$ cat src/rtl/nibble_serial_adder.sv
// Multi-cycle adder: feeds two 4*NIBBLES-bit operands through a 4-bit slice,
// LSB nibble first, with a start/busy/done handshake and a held result.
module nibble_serial_adder #(
  parameter int NIBBLES = 4
) (
  input  logic                 clk,
  input  logic                 rst_n,
  input  logic                 start,
  input  logic [4*NIBBLES-1:0] a,
  input  logic [4*NIBBLES-1:0] b,
  output logic                 busy,
  output logic                 done,
  output logic [4*NIBBLES-1:0] sum,
  output logic                 cout
);

  localparam int W  = 4 * NIBBLES;
  localparam int CW = (NIBBLES > 1) ? $clog2(NIBBLES) : 1;
  localparam logic [CW-1:0] LAST = CW'(NIBBLES - 1);

  localparam logic [1:0] S_IDLE = 2'd0;
  localparam logic [1:0] S_RUN  = 2'd1;
  localparam logic [1:0] S_DONE = 2'd2;

  logic [1:0]    state;
  logic [CW-1:0] cnt;
  logic          carry;
  logic [W-1:0]  a_r;
  logic [W-1:0]  b_r;
  logic [W-1:0]  part;
  logic [4:0]    nib_sum;
  logic [W+3:0]  part_ext;

  function automatic logic [4:0] nib_add(input logic [3:0] x, input logic [3:0] y,
                                         input logic ci);
    return {1'b0, x} + {1'b0, y} + {4'b0, ci};
  endfunction

  // Operands shift right each RUN cycle, so the current nibble is always at the
  // bottom; result nibbles enter from the top and land in place after NIBBLES steps.
  assign nib_sum  = nib_add(a_r[3:0], b_r[3:0], carry);
  assign part_ext = {nib_sum[3:0], part};

  assign busy = (state == S_RUN);
  assign done = (state == S_DONE);

  always_ff @(posedge clk or negedge rst_n) begin
    if (!rst_n) begin
      state <= S_IDLE;
      cnt   <= '0;
      carry <= 1'b0;
      a_r   <= '0;
      b_r   <= '0;
      part  <= '0;
      sum   <= '0;
      cout  <= 1'b0;
    end else begin
      case (state)
        S_IDLE, S_DONE: begin
          if (start) begin
            a_r   <= a;
            b_r   <= b;
            cnt   <= '0;
            carry <= 1'b0;
            part  <= '0;
            state <= S_RUN;
          end else begin
            state <= S_IDLE;
          end
        end
        S_RUN: begin
          a_r   <= a_r >> 4;
          b_r   <= b_r >> 4;
          part  <= part_ext[W+3:4];
          carry <= nib_sum[4];
          if (cnt == LAST) begin
            sum   <= part_ext[W+3:4];
            cout  <= nib_sum[4];
            state <= S_DONE;
          end else begin
            cnt <= cnt + 1'b1;
          end
        end
        default: state <= S_IDLE;
      endcase
    end
  end

endmodule

$ cat config.mk
export PLATFORM = sky130hd
export DESIGN_NAME = nibble_serial_adder
export DESIGN_NICKNAME = d
export VERILOG_FILES = /design/src/rtl/nibble_serial_adder.sv
export SDC_FILE = /design/constraint.sdc
export NUM_CORES = 1
export LEC_CHECK = 0
export ABC_AREA = 1
export BUFFER_PORTS_ARGS = -buffer_cell sky130_fd_sc_hd__buf_2
export CAP_MARGIN = 20
export CORE_MARGIN = 1.5
export CORE_UTILIZATION = 25
export DETAILED_ROUTE_END_ITERATION = 8
export PLACE_DENSITY = 0.44
export SLEW_MARGIN = 20
export SYNTH_ARGS = -nofsm -noshare
export SYNTH_HDL_FRONTEND = slang
export SYNTH_SLANG_ARGS = --single-unit
$ cat constraint.sdc
create_clock -name clk -period 2.93 [get_ports clk]
set_input_delay 0.586 -clock clk [delete_from_list [all_inputs] [get_ports clk]]
set_output_delay 0.586 -clock clk [all_outputs]
set_load 0.05 [all_outputs]
==> results of run 1 <==
## through the flow
| step | utilization [%] | setup WS (ps) | instance area, um^2 | std cells |
|---|---|---|---|---|
| 6_report | 32.1 | 889 | 3530 | 480 |
| 5_1_grt | 32.1 | 776 | 3530 | 480 |
| 4_1_cts | 32.1 | 859 | 3530 | 480 |
| 3_5_place_dp | 29.2 | 1050 | 3210 | 464 |
| 3_3_place_gp | 29.2 | 1070 | 3210 | 464 |
| 2_1_floorplan | - | 1260 | 2860 | 285 |
## placed cells by master (no fill, tap or decap), types with 9 or more instances in the layout
cell	instances
buf_2	53
clkbuf_16	9
dfrtp_1	66
inv_1	27
nand2_1	37
nand3_1	16
nor2_1	26
nor3_1	24
o21ai_2	14
o22ai_1	34
## worst min-delay path by stage
stage	startpoint	endpoint
final	rst_n	sum[1]
after global routing	rst_n	part[5]
after CTS	rst_n	sum[1]
after detailed placement	sum[14]	sum[14]
after global placement	sum[14]	sum[14]
after floorplan	rst_n	a_r[0]
## flip-flops by register name (all words and copies together) (netlist names)
signal / count
cout: 1
state: 2
cnt: 2
part: 12
b_r: 16
sum: 16
carry: 1
a_r: 16
## cell families after synthesis
family                     after synthesis
and+or+nand+nor                        107
DFF                                     66
AOI/OAI and AO/OA                       58
buffers and inverters                   46
adders and majority gates                6
xor gates and xnor gates                 1
muxes                                    1
## power by group through the flow
stage	clock, mW	combinational, mW	sequential [mW]
floorplan	0	1.42	1.92
global placement	0	2.14	1.60
detailed placement	0	2.15	1.60
CTS	1.17	2.16	1.59
global route	1.21	2.41	1.65
finish	1.13	2.13	1.58
## area by class of cell
type / instances / share of cell area (%)
flip-flops and latches: 66 / 46.8
multi-input cells: 173 / 27.7
repair buffers: 55 / 8.30
clock buffers: 10 / 6.78
well taps: 140 / 4.97
inverters: 30 / 3.19
clock inverters: 6 / 2.27
## routing by layer
| metal | wire length (um) | global-route usage, % | up-vias | part of all wire (%) |
|---|---|---|---|---|
| met2 | 2840 | 19.0 | 48 | 45 |
| met4 | 76 | 4.45 | 0 | 1.2 |
| met5 | 0 | 0 | - | 0 |
| met1 | 3190 | 15.8 | 980 | 50 |
| li1 | - | - | 1071 | - |
| met3 | 250 | 4.09 | 7 | 3.9 |
## worst max-delay path, delay by kind of cell (launching register included)
kind	cells	cell delay, ps
and+or+nand+nor	1	260
buffers and inverters	3	500
DFF	1	350
==> results.cfg, run 1 <==
[synthesis]
netlist.area_leader.share_pct = 57.8
synth_flop_cell = dfrtp_1
synth_edf_count = 0
ys_ff_latch = 66
synth_area_leaders = dfrtp_1, o22ai_1, nand2_1
synth_area_um2 = 2860
yosysMostFrequentCell = dfrtp_1
synth_commonest_cells = dfrtp_1, nand2_1, o22ai_1
muxShareOfSynthArea_pct = 0.350
synthCells = 285
syn-num-nets = 326
synth_cell_type_count = 22
avgSynthCellArea_um2 = 10.0
synth_top_family_by_area = simple AND/OR/NAND/NOR gates
async_reset_ff_share_pct = 100
ys_seq_area_share_pct = 57.8
yosys.area.top_type = dfrtp_1
ys_warn_count = 0
synthXorXnorAreaFrac_pct = 0.307
synthSimpleGateAreaFrac_pct = 16.9
synth_fa_ha_area_share_pct = 3.15
synth_compound_area_share_pct = 13.5

[floorplan]
die_x_um = 110
start_util_pct = 26.0
io_pins = 54
fp-row-count = 38
fp.dieH_um = 110
core-area_um2 = 11000
die_area_um2 = 12100

[global_routing]
antenna_found_initial = 0
grt_pass1_vias = 2186
grtUsageTotal_pct = 12.2
grt_pass1_wl_um = 11000
grt_max_degree = 44
gr-total-overflow = 0

[critical_path]
worstSetupStartpointType = register
crit_path_max_fanout = 37
worstPathRequired_ps = 2340
r2r-end = part[14]
critPathCaptureType = primary output
crit_arrival_ps = 1460
crit_path_max_incr_delay_ps = 350
r2r-start = carry
crit_chain = inv_1 -> nand2_4 -> inv_2 -> buf_2
endpoint = busy
crit_path_start = state[1]
crit_type = register to primary output
reg2reg_depth = 5
r2r_setup_slack_ps = 1190
slowest_stage = dfrtp_1

[place]
io_buffers = 53
gp_congestion = 0.759
dp_hpwl_um = 4250

[sta]
tightest_slew_ps = 853
hold_viol = 0
max_slew_margin_pct = 43.2
finalCritPeriodShare_pct = 69.7
finalSetupTns_ps = 0
slew_violations = 0
finalSetupViolations = 0
fin_crit_ps = 2040
clock_skew_ps = 4.49
fmax_mhz = 490
rsz0062_at_grt = false
whs_ps = 377

[clock_tree]
cts_hold_buf = 0
cts_resized = 0
clock_sinks = 66
cts_tree = yes
cts_made_buffers = 9
clock_path_buffers = 2
cts_setup_buffers = 0
htree_num_levels = 3
clkTransAtPathRegs_ps = 50
clock_latency_ps = 320
cts_root_buf = clkbuf_16

[detailed_routing]
firstDrtPassIters = 4
via_per_inst = 4.39
drt-initial-drc-count = 108
wirelength_um = 6360
drtAntennaViolNets = 0
drc = 0
routedWlPerCell_um = 13.2
vias = 2106

[pwr]
clkPwrFrac_pct = 23.4
powerDensity_nw_per_um2 = 1370
ir_worst_vdd_mv = 0.545
swShare_pct = 43.1
finalPower_mw = 4.85
combinationalPowerShare_pct = 43.9
p_seq_share_pct = 32.7
p_leak_nw = 1.67
power.internal_mw = 2.76
netSwitchingPower_mw = 2.09

[finish]
seqCellArea_um2 = 1650
diodes = 0
fin_nets = 376
fill_cells = 1155
area_growth_pct = 23.5
multiInputGateArea_um2 = 976
drive_above_1_share_pct = 27.1

[min_path]
min_path_type = input port to async pin

[outcome]
outcome = finished clean

[run]
max-cap-violations = 0
(Power assumes the default switching activity.)
==> run 2, diff against run 1 <==
==> constraint.sdc (replaced) <==
create_clock -name clk -period 2.1 [get_ports clk]
set_input_delay 0.42 -clock clk [delete_from_list [all_inputs] [get_ports clk]]
set_output_delay 0.42 -clock clk [all_outputs]
set_load 0.05 [all_outputs]
==> run 2 against run 1 <==
  * Global-route usage decreased by 0.20 points
  * Clock skew grew 5.4 ps
  * Cell area is 2.0% higher
  * Routed wire length up 3.8%
  * Clock power increased by 55%
  * Critical endpoint unchanged
  * Largest cell class unchanged
==> results.cfg, run 2 (synthesis results as in run 1) <==
[floorplan]
fp.dieH_um = 110
start_util_pct = 26.0
die_area_um2 = 12100
io_pins = 54
fp-row-count = 38
core-area_um2 = 11000
die_x_um = 110

[finish]
drive_above_1_share_pct = 28.1
fin_nets = 381
area_growth_pct = 25.9
diodes = 0
multiInputGateArea_um2 = 976
seqCellArea_um2 = 1650
fill_cells = 1127
reg_top3 = a_r x16, b_r x16, sum x16
fin_cells = 485
final_common_cell = dfrtp_1
final_cell_mix = dfrtp_1, buf_2, nand2_1

[pwr]
finalPower_mw = 7.02
p_leak_nw = 1.71
ir_worst_vdd_mv = 0.795
powerDensity_nw_per_um2 = 1950

[detailed_routing]
drc = 0
routedWlPerCell_um = 13.6
via_per_inst = 4.53
drtAntennaViolNets = 0
firstDrtPassIters = 4
vias = 2199
wirelength_um = 6600
drt-initial-drc-count = 147

[clock_tree]
htree_num_levels = 3
clkTransAtPathRegs_ps = 50
cts_setup_buffers = 0
clock_sinks = 66
cts_tree = yes
cts_hold_buf = 0
cts_resized = 0
clock_latency_ps = 330
cts_root_buf = clkbuf_16
cts_made_buffers = 9
clock_path_buffers = 2

[place]
dp.cells = 469
dp_hpwl_um = 4460
gp_congestion = 0.721
pre_cts_ws_ps = 371
io_buffers = 53

[run]
max-cap-violations = 0

[sta]
tightest_slew_ps = 613
finalSetupViolations = 0
finalCritPeriodShare_pct = 90.1
rsz0062_at_grt = false
hold_viol = 0
slew_violations = 0
fmax_mhz = 528
max_slew_margin_pct = 59.1
clock_skew_ps = 9.89
fin_crit_ps = 1890
fin_ws_ps = 207
finalSetupTns_ps = 0

[critical_path]
cpLargestDelayFamily = buffers and inverters
reg2reg_depth = 5
r2r_setup_slack_ps = 370
crit_buf_inv = 2
worstPathRequired_ps = 1680
r2r-end = part[14]
slowest_stage = dfrtp_1
crit_chain = nand2_4 -> inv_2 -> buf_2
path_depth = 3
critPathCaptureType = primary output
endpoint = busy
crit_path_start = state[0]
r2r-start = carry
crit_path_max_fanout = 20
worstSetupStartpointType = register
crit_type = register to primary output
crit_path_max_incr_delay_ps = 440
crit_arrival_ps = 1470

[global_routing]
grtUsageTotal_pct = 12.0
grt_max_degree = 35
antenna_found_initial = 0
gr-total-overflow = 0
grt_pass1_wl_um = 10900
grt_pass1_vias = 2176

[min_path]
min_path_type = input port to async pin

[outcome]
outcome = finished clean
-- run 2: changes by cell type in the layout (fill, tap and decap cells not counted), sizes merged --
| cell | previous run | this run |
|---|---|---|
| buf | 55 | 60 |
| inv | 30 | 31 |
| clkinv | 4 | 2 |
| bufinv | 2 | 3 |
-- run 2: power breakdown --
part           switching (mW)  total (mW)  internal (mW)
clock network           0.550        1.75           1.20
logic                    2.12        3.07          0.956
registers               0.326        2.21           1.88
total                    2.99        7.02           4.03
-- run 2: layout make-up --
type	count	area share (%)
Multi-Input combinational cell	173	27.1
Sequential cell	66	45.9
Timing Repair Buffer	60	9.18
Clock buffer	10	6.64
Tap cell	140	4.87
Inverter	30	3.13
Clock inverter	6	3.13
-- run 2: worst reg2reg max path: stages (launching register included) --
cell	delay [ps]
dfrtp_1	390
fa_1	480
fa_1	420
xor2_1	190
nand2_1	60
o21ai_1	60
-- run 2: worst min-delay path by stage --
stage               cells past startpoint  startpoint      to  slack (ps)
global route                            1       rst_n  sum[2]         140
finish                                  1       rst_n  sum[2]          80
floorplan                               0       rst_n  a_r[0]         120
detailed placement                      1       rst_n  sum[2]         450
CTS                                     1       rst_n  sum[2]         100
global placement                        1       rst_n  sum[2]         450
-- run 2: metrics by stage --
| step | util [%] | hold WS, ps | cell area, um^2 |
|---|---|---|---|
| 2_1_floorplan | - | 124 | 2860 |
| 3_3_place_gp | 29.6 | 453 | 3250 |
| 3_5_place_dp | 29.6 | 448 | 3250 |
| 4_1_cts | 32.8 | 99.6 | 3600 |
| 5_1_grt | 32.8 | 142 | 3600 |
| 6_report | 32.8 | 84.8 | 3600 |
-- run 2: per-layer routing --
layer  GRT usage (%)  share of wire (%)  up-vias
met5               0                  0        -
met1            16.2                 51     1059
met2            18.5                 43       57
li1                -                  -     1075
met4            3.62                1.0        0
met3            3.62                5.3        8
==> run 3, diff against run 2 <==
--- a/config.mk
+++ b/config.mk
@@ -11,7 +11,7 @@
 export CORE_MARGIN = 1.5
 export CORE_UTILIZATION = 25
 export DETAILED_ROUTE_END_ITERATION = 8
-export PLACE_DENSITY = 0.44
+export PLACE_DENSITY = 0.53
 export SLEW_MARGIN = 20
 export SYNTH_ARGS = -nofsm -noshare
 export SYNTH_HDL_FRONTEND = slang
==> run 3 against run 2 <==
  * Register-to-register slack worse by 20 ps
  * Flip-flop and latch count stayed put
  * Fmax is 8.4% higher
  * Critical path type is now register to register
  * Critical endpoint is now part[14]
==> results.cfg, run 3 (synthesis results as in run 1) <==
[detailed_routing]
drc = 0
routedWlPerCell_um = 13.5
vias = 2165
wirelength_um = 6560
drt-initial-drc-count = 97
drtAntennaViolNets = 0
via_per_inst = 4.46
firstDrtPassIters = 4

[min_path]
min_path_type = input port to async pin

[clock_tree]
htree_num_levels = 3
clock_path_buffers = 2
clock_sinks = 66
clkTransAtPathRegs_ps = 60
clock_latency_ps = 330
cts_tree = yes
cts_made_buffers = 9
cts_root_buf = clkbuf_16
cts_hold_buf = 0
cts_resized = 0
cts_setup_buffers = 0

[finish]
reg_top3 = a_r x16, b_r x16, sum x16
fin_nets = 381
fill_cells = 1120
final_cell_mix = dfrtp_1, buf_2, nand2_1
diodes = 0
final_common_cell = dfrtp_1
area_growth_pct = 25.9
drive_above_1_share_pct = 28.1

[sta]
finalSetupTns_ps = 0
max_slew_margin_pct = 75.4
tightest_slew_ps = 369
fmax_mhz = 573
hold_viol = 0
finalSetupViolations = 0
rsz0062_at_grt = false
finalCritPeriodShare_pct = 83.1
slew_violations = 0
fin_ws_ps = 354
clock_skew_ps = 7.32
fin_crit_ps = 1750

[outcome]
outcome = finished clean

[global_routing]
grtUsageTotal_pct = 12.4
gr-total-overflow = 0
antenna_found_initial = 0
grt_pass1_wl_um = 11200
grt_pass1_vias = 2175
grt_max_degree = 67

[critical_path]
reg2reg_depth = 5
worstPathRequired_ps = 2310
crit_path_max_fanout = 3
r2r-start = carry
r2r_setup_slack_ps = 350
crit_type = register to register
r2r-end = part[14]
crit_arrival_ps = 1950
worstSetupStartpointType = register
crit_path_start = carry
critPathCaptureType = register

[floorplan]
die_area_um2 = 12100
fp.dieH_um = 110
die_x_um = 110
io_pins = 54
fp-row-count = 38
start_util_pct = 26.0
core-area_um2 = 11000

[place]
pre_cts_ws_ps = 361
io_buffers = 53
gp_congestion = 0.783
dp_hpwl_um = 4420

[run]
max-cap-violations = 0

[pwr]
p_leak_nw = 1.70
powerDensity_nw_per_um2 = 1940
ir_worst_vdd_mv = 0.859
## run 3: layout make-up
cell class                 instances  area, um^2  area share (%)
inverter                          30         113            3.13
tap                              140         175            4.87
multi-input combinational        173         976            27.1
clock buffer                      12         267            7.41
clock inverter                     4        72.6            2.02
timing repair buffer              60         343            9.53
sequential                        66        1650            45.9
## run 3: per-layer routing
metal  vias to the layer above  share of wire, %  GRT usage (%)  wire length [um]
li1                       1080                 -              -                 -
met1                      1012                48           16.7              3150
met2                        63                44           18.5              2920
met3                        10               6.0           4.27               397
met4                         0               1.4           3.90                91
met5                         -                 0              0                 0
## run 3: critical path, cell delays in order (launching register included)
cell     delay (ps)
dfrtp_1         400
fa_1            500
fa_1            420
xor2_1          190
nand2_1          60
o21ai_1          60
## run 3: worst max path at each step
stage,depth (start not counted),endpoint,slack [ps]
after CTS,5,part[14],350
after global routing,5,part[14],240
after detailed placement,5,part[14],360
final,5,part[14],350
after floorplan,5,part[14],450
after global placement,5,part[14],410
## run 3: per-stage QoR
| stage | util (%) | cells | hold WS [ps] | cell area (um^2) | power (mW) |
|---|---|---|---|---|---|
| finish | 32.8 | 485 | 88.8 | 3600 | 6.97 |
| global placement | 29.7 | 469 | 460 | 3260 | 5.27 |
| floorplan | - | 285 | 124 | 2860 | 4.65 |
| global route | 32.8 | 485 | 126 | 3600 | 7.53 |
| detailed placement | 29.7 | 469 | 465 | 3260 | 5.34 |
| CTS | 32.8 | 485 | 112 | 3600 | 7.05 |
## run 3: report_power, final
part / switching [mW] / internal (mW) / total [mW]
sequential: 0.339 / 1.88 / 2.22
clock: 0.536 / 1.13 / 1.67
combinational: 2.10 / 0.980 / 3.08
total: 2.97 / 4.00 / 6.97
